### src/rtl/sigma_delta_audio_ctrl.sv
// sigma_delta_audio_ctrl
//
// Front-end controller for a first-order sigma-delta audio DAC. It queues
// offset-binary samples from a producer, derives the modulator clock enable
// and the sample-update strobe from two programmable dividers, and ramps a
// 0..16 gain on enable/mute so the output never steps abruptly. Each sample
// strobe pops one word, scales it around midscale and registers it onto
// DAC_DATA.
//
// Ports
//   CLK         system clock, rising edge
//   RESET_N     asynchronous active-low reset
//   ENABLE      audio path enable
//   MUTE        soft mute request
//   DIV         modulator tick period = DIV+1 CLK cycles
//   OSR         sample period = OSR+1 modulator ticks
//   S_DATA      producer sample, offset binary (excess 2**MSBI)
//   S_VALID     producer offers S_DATA
//   S_READY     sample accepted when S_VALID && S_READY
//   DAC_DATA    scaled word to the DAC input
//   DAC_CEN     one-cycle modulator enable
//   UNDERRUN    one-cycle pulse: sample strobe found the FIFO empty
//   FIFO_LEVEL  entries held, 0..2**DEPTH_LOG2

module sigma_delta_audio_ctrl #(
  parameter int MSBI       = 7,
  parameter int DEPTH_LOG2 = 2
) (
  input  logic                CLK,
  input  logic                RESET_N,
  input  logic                ENABLE,
  input  logic                MUTE,
  input  logic [7:0]          DIV,
  input  logic [7:0]          OSR,
  input  logic [MSBI:0]       S_DATA,
  input  logic                S_VALID,
  output logic                S_READY,
  output logic [MSBI:0]       DAC_DATA,
  output logic                DAC_CEN,
  output logic                UNDERRUN,
  output logic [DEPTH_LOG2:0] FIFO_LEVEL
);

  localparam int DATA_W = MSBI + 1;
  localparam int DEPTH  = 1 << DEPTH_LOG2;
  localparam int LVL_W  = DEPTH_LOG2 + 1;

  localparam logic [MSBI:0]       MID      = {1'b1, {MSBI{1'b0}}};
  localparam logic [LVL_W-1:0]    LVL_FULL = {1'b1, {DEPTH_LOG2{1'b0}}};
  localparam logic [LVL_W-1:0]    LVL_ONE  = LVL_W'(1);
  localparam logic [DEPTH_LOG2-1:0] PTR_ONE = DEPTH_LOG2'(1);
  localparam logic [4:0]          GAIN_MAX = 5'd16;

  localparam logic [1:0] S_IDLE      = 2'd0;
  localparam logic [1:0] S_RAMP_UP   = 2'd1;
  localparam logic [1:0] S_RUN       = 2'd2;
  localparam logic [1:0] S_RAMP_DOWN = 2'd3;

  // MID + floor((s - MID) * g / 16). With g <= 16 the result always lands
  // back inside the word range, so no clamp is required.
  function automatic logic [MSBI:0] scale_sample(input logic [MSBI:0] s,
                                                 input logic [4:0]    g);
    logic signed [MSBI+1:0] d;
    logic signed [MSBI+7:0] d_x;
    logic signed [MSBI+7:0] g_x;
    logic signed [MSBI+7:0] prod;
    logic signed [MSBI+7:0] shifted;
    d       = $signed({1'b0, s}) - $signed({1'b0, MID});
    d_x     = {{6{d[MSBI+1]}}, d};
    g_x     = $signed({{(MSBI+3){1'b0}}, g});
    prod    = d_x * g_x;
    shifted = prod >>> 4;
    return shifted[MSBI:0] + MID;
  endfunction

  logic [7:0]            div_cnt_q, div_cnt_d;
  logic [7:0]            tick_cnt_q, tick_cnt_d;
  logic                  cen_q;
  logic                  tick;
  logic                  strobe;

  logic [1:0]            state_q, state_d;
  logic [4:0]            gain_q, gain_d;
  logic [MSBI:0]         last_q, last_d;

  logic [DATA_W-1:0]     mem_q [DEPTH];
  logic [DEPTH_LOG2-1:0] wr_ptr_q, wr_ptr_d;
  logic [DEPTH_LOG2-1:0] rd_ptr_q, rd_ptr_d;
  logic [LVL_W-1:0]      level_q, level_d;
  logic                  fifo_full;
  logic                  fifo_empty;
  logic                  s_ready;
  logic                  push;
  logic                  pop;
  logic                  flush;

  logic [MSBI:0]         dac_word_p0, dac_word_p1;
  logic                  underrun_p0, underrun_p1;

  // ---- stage p0: dividers, FSM, FIFO pop and scaling -----------------------

  always_comb begin
    tick       = (div_cnt_q >= DIV);
    div_cnt_d  = tick ? 8'd0 : div_cnt_q + 8'd1;
    tick_cnt_d = tick_cnt_q;
    strobe     = 1'b0;
    if (tick) begin
      if (tick_cnt_q >= OSR) begin
        tick_cnt_d = 8'd0;
        strobe     = 1'b1;
      end else begin
        tick_cnt_d = tick_cnt_q + 8'd1;
      end
    end
  end

  assign fifo_full  = (level_q == LVL_FULL);
  assign fifo_empty = (level_q == '0);
  assign s_ready    = !fifo_full && (state_q != S_IDLE);
  assign push       = S_VALID && s_ready;

  always_comb begin
    state_d     = state_q;
    gain_d      = gain_q;
    last_d      = last_q;
    dac_word_p0 = dac_word_p1;
    underrun_p0 = 1'b0;
    pop         = 1'b0;

    // Mode changes follow ENABLE/MUTE on any cycle; the gain only moves on
    // a sample strobe, so the audible ramp stays locked to the sample rate.
    case (state_q)
      S_IDLE: begin
        if (ENABLE && !MUTE) state_d = S_RAMP_UP;
      end
      S_RAMP_UP, S_RUN: begin
        if (!ENABLE || MUTE) state_d = S_RAMP_DOWN;
      end
      S_RAMP_DOWN: begin
        if (ENABLE && !MUTE) begin
          state_d = S_RAMP_UP;
        end else if (gain_q == 5'd0 && !ENABLE) begin
          state_d = S_IDLE;
        end
      end
      default: state_d = S_IDLE;
    endcase

    if (strobe && state_q != S_IDLE && state_d != S_IDLE) begin
      case (state_d)
        S_RAMP_UP: begin
          gain_d = (gain_q >= GAIN_MAX) ? GAIN_MAX : gain_q + 5'd1;
          if (gain_d == GAIN_MAX) state_d = S_RUN;
        end
        S_RUN: begin
          gain_d = GAIN_MAX;
        end
        S_RAMP_DOWN: begin
          if (gain_q != 5'd0) gain_d = gain_q - 5'd1;
        end
        default: ;
      endcase

      // An empty FIFO repeats the previous sample rather than jumping to
      // midscale; a word pushed on this same edge is not forwarded.
      if (fifo_empty) begin
        underrun_p0 = 1'b1;
      end else begin
        pop    = 1'b1;
        last_d = mem_q[rd_ptr_q];
      end
      dac_word_p0 = scale_sample(last_d, gain_d);
    end

    if (state_d == S_IDLE) begin
      gain_d      = 5'd0;
      last_d      = MID;
      dac_word_p0 = MID;
    end
  end

  assign flush = (state_d == S_IDLE);

  always_comb begin
    wr_ptr_d = wr_ptr_q;
    rd_ptr_d = rd_ptr_q;
    level_d  = level_q;
    if (flush) begin
      wr_ptr_d = '0;
      rd_ptr_d = '0;
      level_d  = '0;
    end else begin
      if (push) wr_ptr_d = wr_ptr_q + PTR_ONE;
      if (pop)  rd_ptr_d = rd_ptr_q + PTR_ONE;
      if (push && !pop) begin
        level_d = level_q + LVL_ONE;
      end else if (pop && !push) begin
        level_d = level_q - LVL_ONE;
      end
    end
  end

  // ---- stage p1: registered state and DAC-facing outputs -------------------

  always_ff @(posedge CLK or negedge RESET_N) begin
    if (!RESET_N) begin
      div_cnt_q   <= 8'd0;
      tick_cnt_q  <= 8'd0;
      cen_q       <= 1'b0;
      state_q     <= S_IDLE;
      gain_q      <= 5'd0;
      last_q      <= MID;
      wr_ptr_q    <= '0;
      rd_ptr_q    <= '0;
      level_q     <= '0;
      dac_word_p1 <= MID;
      underrun_p1 <= 1'b0;
    end else begin
      div_cnt_q   <= div_cnt_d;
      tick_cnt_q  <= tick_cnt_d;
      cen_q       <= tick;
      state_q     <= state_d;
      gain_q      <= gain_d;
      last_q      <= last_d;
      wr_ptr_q    <= wr_ptr_d;
      rd_ptr_q    <= rd_ptr_d;
      level_q     <= level_d;
      dac_word_p1 <= dac_word_p0;
      underrun_p1 <= underrun_p0;
    end
  end

  always_ff @(posedge CLK) begin
    if (push) mem_q[wr_ptr_q] <= S_DATA;
  end

  assign S_READY    = s_ready;
  assign DAC_DATA   = dac_word_p1;
  assign DAC_CEN    = cen_q;
  assign UNDERRUN   = underrun_p1;
  assign FIFO_LEVEL = level_q;

endmodule
### config.mk
export PLATFORM = sky130hd
export DESIGN_NAME = sigma_delta_audio_ctrl
export DESIGN_NICKNAME = d
export VERILOG_FILES = /design/src/rtl/sigma_delta_audio_ctrl.sv
export SDC_FILE = /design/constraint.sdc
export NUM_CORES = 1
export LEC_CHECK = 0
export ABC_AREA = 1
export CAP_MARGIN = 20
export CORE_ASPECT_RATIO = 0.8
export CORE_UTILIZATION = 50
export CTS_CLUSTER_DIAMETER = 150
export DETAILED_ROUTE_END_ITERATION = 12
export PLACE_DENSITY_LB_ADDON = 0.15
export SYNTH_ARGS = -nofsm -noshare
export SYNTH_HDL_FRONTEND = slang
export SYNTH_SLANG_ARGS = --single-unit
### constraint.sdc
create_clock -name CLK -period 6.7 [get_ports CLK]
set_clock_uncertainty 0.1 [all_clocks]
set_input_delay 1.675 -clock CLK [delete_from_list [all_inputs] [get_ports CLK]]
set_output_delay 1.675 -clock CLK [all_outputs]
set_load 0.01 [all_outputs]
# After elaboration in Yosys (flattened, before gate mapping)
# Memories as Yosys holds them, arrays and structs flattened.
# Cells that the tools add are included.
# op_classes
order_cmp	3
n_mux	37
add_sub_neg	10
eq_ne	8
n_reduce_logical	26
multipliers	1
# op_table
cell	n
$mux 8	8
$mux 5	5
$mux 2	11
$add 8x1->8 const B	2
$ge 8x8->1	2
$pmux 5 s3	1
$mul 9x6->12	1
$reduce_bool 2->1	5
$mux 3	3
$sub 8x8->9 const B	1
$add 8x8->8 const B	1
$eq 2x2->1 const B	4
$logic_and 1x1->1	8
$mux 1	8
$pmux 2 s3	1
$add 5x1->5 const B	1
$eq 5x5->1 const B	1
$ge 5x5->1 const B	1
$logic_not 1->1	5
$logic_not 5->1	1
$reduce_bool 5->1	1
$sub 5x1->5 const B	1
$add 2x1->2 const B	2
$eq 2x1->1 const B	2
8 further kinds	9
# word_totals
elab_cells	97
n_memories	1
input_bits	29
regBits	48
ram_bits	32
# mem_list
memory	words	word_bits	read_ports	rd_ports_with_merged_regs	wr	line	source
mem_q	4	8	1	0	1	86	logic [DATA_W-1:0] mem_q [DEPTH];

# Depth between registers and ports, before layout
# depth
ltp_word	13
depth_mapped	34
ltp_nobuf	34

# Worst setup path after synthesis
# OpenSTA, ideal clock, no wires.
# synth_path
path_type	input port to flip-flop
startpoint	input port ENABLE
endpoint	register dac_word_p1[7] (netlist: DAC_DATA[7])
slack_ns	0.689
cell_stages	25
arrival_time_ns	5.834
t_required_ns	6.524
path_buffers	1
path_cell_list	inv_2 > nor2_2 > inv_2 > o21ai_2 > a21boi_2 > nand2_1 > o221a_2 > buf_2 > or2_2 > fa_1 > inv_1 > fa_1 > inv_1 > fa_1 > inv_1 > ha_1 > a21oi_1 > o21bai_1 > nand2_1 > nand2_1 > a21oi_1 > xnor2_1 > nor2_1 > o21bai_1 > inv_1
# synth_via
elab_chain_len	12
word_cells_on_any_way	25
# synth_lines
item	line	source
from (decl)	31	input logic ENABLE,
$logic_not 1->1	137, 142	
$logic_and 1x1->1	142	end else if (gain_q == 5'd0 && !ENABLE) begin
$mux 2	142	
$mux 2	140	if (ENABLE && !MUTE) begin
$pmux 2 s3 (*)	132	case (state_q)
$eq 2x2->1 / $eq 2x1->1 (equally long branches)	150	case (state_d)
$pmux 5 s3	150	
$mux 5	149	if (strobe && state_q != S_IDLE && state_d != S_IDLE) begin
$mul 9x6->12	71	prod = d_x * g_x;
$add 8x8->8	73	return shifted[MSBI:0] + MID;
$mux 8	149	
$mux 8	175	if (state_d == S_IDLE) begin
to (signal assigned)	228	dac_word_p1 <= dac_word_p0;
to (decl)	97	logic [MSBI:0] dac_word_p0, dac_word_p1;
# Every way passes the cells marked *; elsewhere a longest branch is shown, timed or not. The select of a mux whose other input is x is not followed.
# A chain may end at the register's enable or synchronous reset.

# Worst setup path after layout
# Same ends and word-level chain as after synthesis.

==> flow_metrics.env <==
export IMPL_cp_arrival_ns=6.47
export IMPL_final_common_cell="nand2_1"
export IMPL_synth_area_leaders="dfrtp_1 21%, edfxtp_1 18%, ha_1 10%, fa_1 8.4%, nand2_1 7.9%"
export IMPL_ys_types=46
export IMPL_drc=0
export IMPL_start_kind="input port"
export IMPL_io_pins=43
export IMPL_dpl_cell_area_sq_um=6106
export IMPL_overflow=0
export IMPL_fin_crit_sh_pct=93.88
export IMPL_die_w_um=119.1
export IMPL_ys_warn_count=0
export IMPL_fin_area_sq_um=6425
export IMPL_cpMostUsedCell="inv_1"
export IMPL_detail_route_iter0_violations=223
export IMPL_synth_async_reset_ratio_pct=60.00
export IMPL_yosysTopAreaCell="dfrtp_1"
export IMPL_syn_num_nets=725
export IMPL_crit_slowest_cell="fa_1"
export IMPL_rows=33
export IMPL_synth_flop_cell="dfrtp_1"
export IMPL_regArea_sq_um=2165
export IMPL_ys_seq_area_share_pct=39.49
export IMPL_layout_drive_gt1_share_pct=9.157
export IMPL_routed_wl_um=11450
export IMPL_hp_class="reg2reg"
export IMPL_end_kind="register"
export IMPL_dieArea_sq_um=11390
export IMPL_clock_sinks=80
export IMPL_cts_root_buffer="clkbuf_16"
export IMPL_max_stage_delay_ns=0.53
export IMPL_worst_pin_slew_ns=0.8475
export IMPL_placed_cells=812
export IMPL_place_detailed_hpwl_um=8616
export IMPL_die_h_um=95.65
export IMPL_cts_tree="built"
export IMPL_core_area_sq_um=10450
export IMPL_start_util_pct=52.47
export IMPL_ys_ff_latch=80
export IMPL_slew_violations=0
export IMPL_firstDrtPassIters=4
export IMPL_syn_inst=629
export IMPL_grt_max_degree=49
export IMPL_final_cells=828
export IMPL_min_period_ns=6.290
export IMPL_cts_max_level=3
export IMPL_antennaDiodeCount=0
export IMPL_clk_latency_ns=0.34
export IMPL_status="finished clean"
export IMPL_nets=779
export IMPL_grt_pass1_vias=4216
export IMPL_via_per_inst=5.118
export IMPL_yosys_area_top_type_share_pct=21.00
export IMPL_multi_input_comb_area_sq_um=2831
export IMPL_cts_buffers=9
export IMPL_most_common_layout_cells="116 x nand2_1, 107 x inv_1, 65 x nor2_1, 46 x dfrtp_1, 44 x ha_1"
export IMPL_setup_viol=0
export IMPL_avgSynthCellArea_sq_um=8.715
export IMPL_cp_required_ns=6.88
export IMPL_syn_area_sq_um=5482
export IMPL_grt_pass1_wl_um=20000
export IMPL_hold_ws_ns=0.3791
export IMPL_routedWlPerCell_um=13.83
export IMPL_finalSetupTns_ns=0
export IMPL_synth_edf_count=32
export IMPL_fmax_ghz=0.1590
export IMPL_antenna_found_initial=0
export IMPL_globalplace_congestion=0.8856
export IMPL_clock_path_buffers=2
export IMPL_syn_to_final_growth_pct=17.21
export IMPL_port_buffers=42
export IMPL_ant_nets=0
export IMPL_critPathMaxFanout=7
export IMPL_vias=4238
export IMPL_track_usage_pct=22.61
export IMPL_max_slew_margin_rel_pct=42.90
export IMPL_max_cap_violations=0
export IMPL_worstSetupPathType="in2reg"
export IMPL_final_hold_viol_count=0
export IMPL_clk_pin_slew_ns=0.07
export IMPL_n_fill_cell=903
## final timing paths
kind / endpoint / depth (start not counted) / from / slack [ns]
max: DAC_DATA[7] / 25 / ENABLE / 0.41
min: div_cnt_q[0] / 1 / div_cnt_q[0] / 0.38
max reg2reg: DAC_DATA[7] / 29 / gain_q[0] / 1.39
min reg2reg: div_cnt_q[0] / 1 / div_cnt_q[0] / 0.38
max in group asynchronous: div_cnt_q[4] / 2 / RESET_N / 4.72
min in group asynchronous: UNDERRUN / 2 / RESET_N / 1.33
## cells in the mapped netlist, types with 4 or more instances
master	n
a21oi_1	31
a32o_1	5
clkbuf_1	4
dfrtp_1	46
edfxtp_1	32
fa_1	23
ha_1	44
inv_1	107
inv_2	6
nand2_1	116
nand2_2	6
nand3_1	24
nand4_1	10
nor2_1	65
nor3_1	6
o21ai_0	29
o21ai_1	10
o22ai_1	8
xor2_1	10
## logic make-up after synthesis
logic type | share of synthesized area [%]
AO/OA/AOI/OAI | 10.48
adder cells (fa/ha/maj) | 18.44
multiplexers | 0.1826
flip-flops | 39.49
XOR/XNOR | 2.077
AND/OR/NAND/NOR | 20.34
buffers and inverters | 8.993
## through the flow
stage               worst slack, ns  utilization [%]
floorplan                    0.6894                -
global placement            0.08977            58.45
detailed placement          0.05637            58.45
CTS                          0.3795            61.43
global route               -0.01528            61.50
finish                       0.4099            61.50
## sequential cells by signal (all words and copies together), names as in the netlist
signal / cells
mem_q: 32
DAC_DATA: 8
div_cnt_q: 8
last_q: 8
tick_cnt_q: 8
gain_q: 5
FIFO_LEVEL: 3
rd_ptr_q: 2
state_q: 2
wr_ptr_q: 2
DAC_CEN: 1
UNDERRUN: 1
## metal layers
layer / GRT usage, % / wire length [um] / vias to the layer above
li1: - / - / 2147
met1: 31.11 / 5735 / 2011
met2: 36.72 / 5180 / 71
met3: 3.947 / 431 / 9
met4: 6.857 / 102 / 0
met5: 0 / 0 / -
## critical path, delay by kind of cell
| kind | cells | cell delay, ns |
|---|---|---|
| AO/OA/AOI/OAI | 7 | 1.30 |
| XOR/XNOR | 1 | 0.16 |
| buffers and inverters | 7 | 0.78 |
| adder cells (fa/ha/maj) | 4 | 1.83 |
| AND/OR/NAND/NOR | 6 | 0.70 |
## layout make-up
cell class,instances,area share [%]
well taps,140,2.726
clock buffers,10,3.720
inverters,117,6.913
flip-flops and latches,80,33.69
repair buffers,53,7.751
clock inverters,6,1.130
multi-input cells,422,44.07
## what timing repair did
action	CTS	global route
setup buffers	0	0
hold endpoints to repair	0	0
resized for setup	0	2
hold buffers	0	0
setup endpoints to repair	0	1
Power is not shown: default switching activity piles up to over one toggle a cycle in this logic, so the estimate is an artifact.
